## src/rtl/misaligned_store_sequencer_pkg.sv

```systemverilog
// -----------------------------------------------------------------------------
// misaligned_store_sequencer_pkg
//   Shared LSU definitions for the misaligned store sequencer.
//   - seq_state_t : sequencer FSM state encoding (IDLE, BEAT0, BEAT1)
//   - SIZE_*      : store size encoding, log2 of the byte count
//   - max_size()  : largest legal store size for a given memory word width
// -----------------------------------------------------------------------------
package misaligned_store_sequencer_pkg;

   typedef enum logic [1:0] {
      IDLE  = 2'd0,
      BEAT0 = 2'd1,
      BEAT1 = 2'd2
   } seq_state_t;

   localparam logic [2:0] SIZE_B = 3'd0;
   localparam logic [2:0] SIZE_H = 3'd1;
   localparam logic [2:0] SIZE_W = 3'd2;
   localparam logic [2:0] SIZE_D = 3'd3;

   // A store may be no wider than one memory word.
   function automatic logic [2:0] max_size(input int wordlen);
      case (wordlen)
         8:       return SIZE_B;
         16:      return SIZE_H;
         32:      return SIZE_W;
         default: return SIZE_D;
      endcase
   endfunction

endpackage

```

## src/rtl/misaligned_store_sequencer_swbytemask.sv

```systemverilog
// -----------------------------------------------------------------------------
// swbytemask
//   Byte-lane write mask for a store of 2**Size bytes at byte offset Adr
//   within a WORDLEN-bit word.
//   Parameters : WORDLEN  memory word width in bits
//                EXTEND   1 = also report lanes that spill into the next word
//   Ports      : Size             in  log2 of the store byte count
//                Adr              in  byte offset inside the word
//                ByteMask         out lanes written in the addressed word
//                ByteMaskExtended out lanes written in the following word
//                                     (zero when EXTEND=0)
// -----------------------------------------------------------------------------
module swbytemask #(
   parameter int WORDLEN = 64,
   parameter int EXTEND  = 0
) (
   input  logic [2:0]                     Size,
   input  logic [$clog2(WORDLEN/8)-1:0]   Adr,
   output logic [WORDLEN/8-1:0]           ByteMask,
   output logic [WORDLEN/8-1:0]           ByteMaskExtended
);

   localparam int NB = WORDLEN / 8;

   logic [2*NB-1:0] ones;
   logic [2*NB-1:0] shifted;

   // Contiguous run of 2**Size ones, clipped to one word, then moved to the
   // store offset inside a double-width window so spill lanes are kept.
   always_comb begin
      ones = '0;
      for (int i = 0; i < NB; i++) begin
         ones[i] = (i < (32'sd1 <<< Size));
      end
      shifted = ones << Adr;
   end

   assign ByteMask = shifted[NB-1:0];

   generate
      if (EXTEND != 0) begin : g_ext
         assign ByteMaskExtended = shifted[2*NB-1:NB];
      end else begin : g_noext
         assign ByteMaskExtended = '0;
      end
   endgenerate

endmodule

```

## src/rtl/misaligned_store_sequencer.sv

```systemverilog
// -----------------------------------------------------------------------------
// misaligned_store_sequencer
//   Turns one LSU store request into one or two aligned memory write beats.
//   A store that crosses a WORDLEN/8-byte boundary is issued as two beats
//   (lower word then upper word); illegal sizes are dropped with an error pulse.
//
//   Handshakes: a transfer on either interface happens on the rising clk edge
//   where valid and ready are both high. Once MemValid is raised it stays high
//   with all Mem* outputs frozen until MemReady is seen; ReqReady may depend
//   combinationally on MemReady (so a new store can be taken in the same cycle
//   the final beat of the previous one is accepted).
//
//   Ports:
//     clk, resetn            clock, asynchronous active-low reset
//     ReqValid/ReqReady      store request handshake
//     ReqAdr, ReqSize        byte address, log2 byte count
//     ReqData                right-justified store data
//     ReqErr                 one-cycle pulse: illegal size, request dropped
//     MemValid/MemReady      write beat handshake
//     MemAdr, MemData        word-aligned address, lane-aligned data
//     MemByteMask, MemLast   byte enables, final beat of the store
//     Busy                   sequencer not idle
//     SplitCnt               saturating count of split stores
//     DbgState               current FSM state
// -----------------------------------------------------------------------------
module misaligned_store_sequencer
   import misaligned_store_sequencer_pkg::*;
#(
   parameter int WORDLEN = 64,
   parameter int ADRBITS = 32,
   parameter int CNTBITS = 16
) (
   input  logic                   clk,
   input  logic                   resetn,
   input  logic                   ReqValid,
   output logic                   ReqReady,
   input  logic [ADRBITS-1:0]     ReqAdr,
   input  logic [2:0]             ReqSize,
   input  logic [WORDLEN-1:0]     ReqData,
   output logic                   ReqErr,
   output logic                   MemValid,
   input  logic                   MemReady,
   output logic [ADRBITS-1:0]     MemAdr,
   output logic [WORDLEN-1:0]     MemData,
   output logic [WORDLEN/8-1:0]   MemByteMask,
   output logic                   MemLast,
   output logic                   Busy,
   output logic [CNTBITS-1:0]     SplitCnt,
   output seq_state_t             DbgState
);

   localparam int NB   = WORDLEN / 8;
   localparam int OFFB = $clog2(NB);

   seq_state_t          state;

   // Second-beat payload, captured at accept and replayed in BEAT1.
   logic [ADRBITS-1:0]  hi_adr;
   logic [WORDLEN-1:0]  hi_data;
   logic [NB-1:0]       hi_mask;

   logic [OFFB-1:0]     req_off;
   logic [2*WORDLEN-1:0] req_wide;
   logic [NB-1:0]       req_mask_lo;
   logic [NB-1:0]       req_mask_hi;
   logic                req_split;
   logic [ADRBITS-1:0]  req_base;
   logic                req_illegal;

   logic                beat_done;
   logic                accept;
   logic                load_new;

   assign req_off     = ReqAdr[OFFB-1:0];
   assign req_wide    = {{WORDLEN{1'b0}}, ReqData} << {req_off, 3'b000};
   assign req_split   = |req_mask_hi;
   assign req_base    = {ReqAdr[ADRBITS-1:OFFB], {OFFB{1'b0}}};
   assign req_illegal = (ReqSize > max_size(WORDLEN));

   swbytemask #(
      .WORDLEN (WORDLEN),
      .EXTEND  (1)
   ) u_swbytemask (
      .Size             (ReqSize),
      .Adr              (req_off),
      .ByteMask         (req_mask_lo),
      .ByteMaskExtended (req_mask_hi)
   );

   assign beat_done = MemValid && MemReady;
   // Taking a request while the final beat completes gives back-to-back
   // stores with no idle cycle between them.
   assign ReqReady  = (state == IDLE) || (beat_done && MemLast);
   assign accept    = ReqValid && ReqReady;
   assign load_new  = accept && !req_illegal;

   assign Busy      = (state != IDLE);
   assign DbgState  = state;

   always_ff @(posedge clk or negedge resetn) begin
      if (!resetn) begin
         state       <= IDLE;
         MemValid    <= 1'b0;
         MemLast     <= 1'b0;
         MemAdr      <= '0;
         MemData     <= '0;
         MemByteMask <= '0;
         ReqErr      <= 1'b0;
         SplitCnt    <= '0;
         hi_adr      <= '0;
         hi_data     <= '0;
         hi_mask     <= '0;
      end else begin
         ReqErr <= accept && req_illegal;

         // load_new can only be true in IDLE or on a final-beat handshake,
         // so it never interrupts a beat that still has work to do.
         if (load_new) begin
            state       <= BEAT0;
            MemValid    <= 1'b1;
            MemAdr      <= req_base;
            MemData     <= req_wide[WORDLEN-1:0];
            MemByteMask <= req_mask_lo;
            MemLast     <= !req_split;
            hi_adr      <= req_base + ADRBITS'(NB);
            hi_data     <= req_wide[2*WORDLEN-1:WORDLEN];
            hi_mask     <= req_mask_hi;
         end else begin
            case (state)
               BEAT0: begin
                  if (beat_done) begin
                     if (MemLast) begin
                        state    <= IDLE;
                        MemValid <= 1'b0;
                        MemLast  <= 1'b0;
                     end else begin
                        state       <= BEAT1;
                        MemAdr      <= hi_adr;
                        MemData     <= hi_data;
                        MemByteMask <= hi_mask;
                        MemLast     <= 1'b1;
                        if (SplitCnt != {CNTBITS{1'b1}}) begin
                           SplitCnt <= SplitCnt + CNTBITS'(1);
                        end
                     end
                  end
               end
               BEAT1: begin
                  if (beat_done) begin
                     state    <= IDLE;
                     MemValid <= 1'b0;
                     MemLast  <= 1'b0;
                  end
               end
               default: begin
               end
            endcase
         end
      end
   end

endmodule

```

## config.mk

```make
export PLATFORM = sky130hd
export DESIGN_NAME = misaligned_store_sequencer
export DESIGN_NICKNAME = d
export VERILOG_FILES = /design/src/rtl/misaligned_store_sequencer_pkg.sv /design/src/rtl/misaligned_store_sequencer_swbytemask.sv /design/src/rtl/misaligned_store_sequencer.sv
export SDC_FILE = /design/constraint.sdc
export NUM_CORES = 1
export LEC_CHECK = 0
export ABC_CLOCK_PERIOD_IN_PS = 4800
export CORE_ASPECT_RATIO = 1.4
export CORE_MARGIN = 2
export CORE_UTILIZATION = 35
export DETAILED_ROUTE_END_ITERATION = 8
export GPL_ROUTABILITY_DRIVEN = 0
export HOLD_SLACK_MARGIN = 0.06
export SYNTH_ARGS = -nofsm -noshare
export SYNTH_HDL_FRONTEND = slang
export SYNTH_SLANG_ARGS = --single-unit
```

## constraint.sdc

```tcl
create_clock -name clk -period 4.8 [get_ports clk]
set_clock_uncertainty 0.2 [all_clocks]
set_input_delay 1.44 -clock clk [delete_from_list [all_inputs] [get_ports clk]]
set_output_delay 1.44 -clock clk [all_outputs]
set_load 0.01 [all_outputs]
```

After elaboration in Yosys (flattened, before gate mapping)
Cells that the tools add are included.
{ "word_totals": {"reg_bits": 229, "in_bits": 103, "out_inout_bits": 127} }
{ "op_classes": {"addsub": 2, "n_lt_le_gt_ge": 9, "n_eq_ne": 7, "n_shift": 3, "n_mux": 26, "bitwise_logic": 2, "n_reduce_logical": 18} }
{ "ops": {"columns": ["operator", "n"], "rows": [
  ["64-bit two-way mux", 4],
  ["4-bit by 32-bit less-than comparator with 1-bit output (first input constant)", 4],
  ["32-bit two-way mux", 4],
  ["64-bit by 6-bit << shifter with 128-bit output", 1],
  ["3-bit by 32-bit less-than comparator with 1-bit output (first input constant)", 2],
  ["32-bit by 4-bit adder with 32-bit output (second input constant)", 1],
  ["1-bit by 32-bit less-than comparator with 1-bit output (first input constant)", 1],
  ["2-bit by 32-bit less-than comparator with 1-bit output (first input constant)", 1],
  ["8-bit two-way mux", 4],
  ["2-bit by 3-bit <<< shifter with 32-bit output (first input constant)", 1],
  ["16-bit by 1-bit adder with 16-bit output (second input constant)", 1],
  ["16-bit inequality test (second input constant)", 1],
  ["8-bit by 3-bit << shifter with 16-bit output", 1],
  ["3-bit inequality test (second input constant)", 3],
  ["2-bit two-way mux", 4],
  ["8-bit OR reduction", 1],
  ["1-bit two-way mux", 7],
  ["3-bit AND reduction", 2],
  ["2-bit nonzero test", 3],
  ["1-bit logical AND", 5],
  ["5-bit AND reduction", 1],
  ["1-bit one-hot mux with 2 select lines", 2],
  ["2-bit one-hot mux with 2 select lines", 1],
  ["4-bit AND reduction", 1],
  ["other kinds (9)", 11]
]} }

Depth between registers and ports, before layout
{ "logic_depth": {"depth_word": 7, "depth_mapped": 8, "ltp_nobuf": 6} }

By module
Synthesis repeated with hierarchy kept, for this count alone.
{ "hier_totals": {"cells_unflattened": 1301, "area_unflattened_um2": 11922.7} }
{ "by_module_without_submodules": {"columns": ["module", "instances", "cells_each", "area_each_um2"], "rows": [
  ["misaligned_store_sequencer", 1, 1251, 11569.8],
  ["swbytemask", 1, 50, 352.8]
]} }

Worst setup path after synthesis
Ideal clock, no wire load.
{ "synth_timing": {"path_type": "input -> output", "start": "input port MemReady", "end": "output port ReqReady", "arrival_time_ns": 1.880, "required_time_ns": 3.160, "slack_ns": 1.280, "path_stages": 2, "path_buffers": 0, "cell_sequence": "nand2_1 > o21ai_0"} }
{ "synth_via": {"elab_chain_len": 3} }
{ "synth_rtl": {"columns": ["element", "line_no", "rtl"], "rows": [
  ["from (decl)", "misaligned_store_sequencer.sv:42", "input logic MemReady,"],
  ["1-bit logical AND", "misaligned_store_sequencer.sv:90", "assign beat_done = MemValid && MemReady;"],
  ["1-bit logical AND", "misaligned_store_sequencer.sv:93", "assign ReqReady = (state == IDLE) || (beat_done && MemLast);"],
  ["1-bit logical OR", "misaligned_store_sequencer.sv:93", null],
  ["to (decl)", "misaligned_store_sequencer.sv:36", "output logic ReqReady,"]
]} }
No other way between the ends.

Worst setup path after layout
Same ends and word-level chain as after synthesis.

==> impl_metrics.env <==
export IMPL_core_area_um2=33100
export IMPL_synth_seq_area_share=0.457
export IMPL_yosys_warnings=0
export IMPL_start_kind="input pin"
export IMPL_h_tree_depth=1
export IMPL_cts_buffers=24
export IMPL_final_cell_mix="nand2_1 (304), clkdlybuf4s50_1 (222), dfrtp_1 (214)"
export IMPL_io_buffers=226
export IMPL_p_clk_frac=0.245
export IMPL_grt_pass1_vias=10200
export IMPL_cap_viol_max_count=0
export IMPL_wl_per_cell_um=20.0
export IMPL_period_share=0.943
export IMPL_synth_cell_types=54
export IMPL_combPwrFrac=0.349
export IMPL_ir_worst_vdd_mv=0.286
export IMPL_fin_nets=1603
export IMPL_cts_root_buf="clkbuf_16"
export IMPL_cp_max_fo=5
export IMPL_max_slew_margin=0.372
export IMPL_drc=0
export IMPL_synth_edf_count=0
export IMPL_synth_main_ff_cell="dfrtp_1"
export IMPL_track_usage=0.222
export IMPL_placementRows=79
export IMPL_drt_iter0_drc=733
export IMPL_grt_pass1_wl_um=59800
export IMPL_p_switching_w=0.00258
export IMPL_clkTransAtPathRegs_ps=50
export IMPL_p_int_w=0.00522
export IMPL_ctsHoldBuffers=0
export IMPL_worstMarginPinSlew_ps=936
export IMPL_start_util=0.354
export IMPL_endpoint_kind="primary output"
export IMPL_drt_first_pass_iters=5
export IMPL_clockBufferDepth=3
export IMPL_period_needed_ps=4530
export IMPL_slew_violations=0
export IMPL_drt_wl_total_um=39100
export IMPL_dieArea_um2=35000
export IMPL_dieWidth_um=159
export IMPL_die_h_um=220
export IMPL_p_seq_frac=0.406
export IMPL_cts_resized=0
export IMPL_place_hpwl_um=27300
export IMPL_cts_tree="built"
export IMPL_p_per_area_nw_per_um2=516
export IMPL_swShare=0.331
export IMPL_syn_inst=1334
export IMPL_fmaxAchievable_mhz=221
export IMPL_outcome="complete, no violations"
export IMPL_ios=230
export IMPL_layout_commonest_cell="nand2_1"
export IMPL_synthesis_area_um2=11700
export IMPL_grt_setup_unrepaired="false"
export IMPL_crit_chain="clkdlybuf4s50_1 -> nand2_1 -> o21ai_0 -> clkdlybuf4s50_1"
export IMPL_gr_total_overflow=0
export IMPL_antenna_found_initial=1
export IMPL_holdWs_ps=269
export IMPL_vias=10600
export IMPL_clk_latency_ps=530
export IMPL_required_ps=3160
export IMPL_areaGrowthSynthToFinish_pct=29.0
export IMPL_nFillCells=3270
export IMPL_ys_seq_elements=214
export IMPL_numClockSinks=214
export IMPL_p_leak_nw=6.51
export IMPL_grt_start_max_net_pins=149
export IMPL_final_hold_viol_count=0
export IMPL_hold_path_class="flop to flop"
export IMPL_syn_avg_cell_area_um2=8.78
export IMPL_ys_async_sr_fraction=1.00
export IMPL_critPathKind="input pin to primary output"
export IMPL_vias_per_cell=5.39
export IMPL_tns_ps=0
export IMPL_arrival_ps=2890
export IMPL_post_cts_setup_buffers=0
export IMPL_setup_viol=0
export IMPL_crit_top_cell="clkdlybuf4s50_1"
export IMPL_crit_slowest_cell="clkdlybuf4s50_1"
export IMPL_drive_gt1_frac=0.0668
export IMPL_max_stage_delay_ps=580
export IMPL_drtAntennaViolNets=0
[logic make-up after synthesis]
family / count (synthesis) / synth area share
mux: 94 / 0.0908
other cells: 1 / 0.000320
buf+inv: 125 / 0.0445
flops: 214 / 0.457
fa+ha+maj: 2 / 0.00214
simple gates: 549 / 0.205
compound gates: 308 / 0.169
xor+xnor: 41 / 0.0307
[critical path, delay by kind of cell]
family	cells	cell delay, ps
buf+inv	2	1140
compound gates	1	220
simple gates	1	90
[synth_stat cells (all sizes together), types with 9 or more instances]
cell,instances,area [µm²]
xor2,13,114
nand3,48,240
nor3,18,100
nor2b,28,175
xnor2,28,245
and3,12,75.1
o21ai,85,429
nand2b,11,68.8
o22ai,10,62.6
nor2,97,364
buf,33,176
a211oi,17,128
o21a,12,90.1
o31a,17,149
inv,14,52.6
nand2,305,1150
o31ai,12,90.1
dfrtp,214,5360
mux2,18,203
clkbuf,78,293
nand4,10,75.1
mux2i,68,681
o2bb2ai,16,140
a221oi,9,78.8
a31oi,72,450
a21oi,40,200
[layer usage]
layer	share of wire	global-route usage	routed length, µm
met2	0.50	0.382	19500
met4	0.039	0.0862	1540
met5	0	0	0
met3	0.064	0.0262	2520
met1	0.40	0.283	15500
[worst paths after layout]
check	slack, ps	depth (start not counted)	startpoint	end
max	270	4	MemReady	ReqReady
min	270	2	hi_data[52]	hi_data[52]
max reg2reg	2140	5	DbgState[1]	hi_adr[23]
min reg2reg	270	2	hi_data[52]	hi_data[52]
max in group asynchronous	2780	2	resetn	MemByteMask[6]
min in group asynchronous	700	1	resetn	MemAdr[18]
[metrics by stage]
step / cell area, µm² / worst slack, ps / util / total power, W / cells
after floorplan: 11700 / 1280 / - / 0.00437 / 1336
after global placement: 14300 / 304 / 0.432 / 0.00588 / 1917
after detailed placement: 14300 / 282 / 0.432 / 0.00594 / 1917
after CTS: 15100 / 278 / 0.456 / 0.00790 / 1958
after global routing: 15100 / 118 / 0.456 / 0.00832 / 1958
final: 15100 / 273 / 0.456 / 0.00780 / 1959
[area by class of cell]
cell class	count	area (µm²)	area share
multi-input cells	997	5860	0.388
well taps	445	557	0.0368
inverters	14	52.6	0.00348
clock buffers	36	727	0.0481
repair buffers	247	2480	0.164
clock inverters	5	78.8	0.00522
flip-flops and latches	214	5360	0.354
diodes	1	2.50	0.000166
[power groups by stage]
stage | Combinational [W] | Sequential [W] | Clock, W
2_1_floorplan | 0.00111 | 0.00326 | 0
6_report | 0.00273 | 0.00317 | 0.00191
3_3_place_gp | 0.00271 | 0.00317 | 0
3_5_place_dp | 0.00275 | 0.00319 | 0
5_1_grt | 0.00302 | 0.00327 | 0.00202
4_1_cts | 0.00277 | 0.00317 | 0.00195
[registers in the layout, indices dropped and copies added, names as in the netlist]
register     flops
MemData         64
hi_mask          7
DbgState         2
ReqErr           1
hi_adr          29
hi_data         56
MemByteMask      8
SplitCnt        16
MemValid         1
MemAdr          29
MemLast          1
No activity file was read; power rests on OpenSTA's default activity.
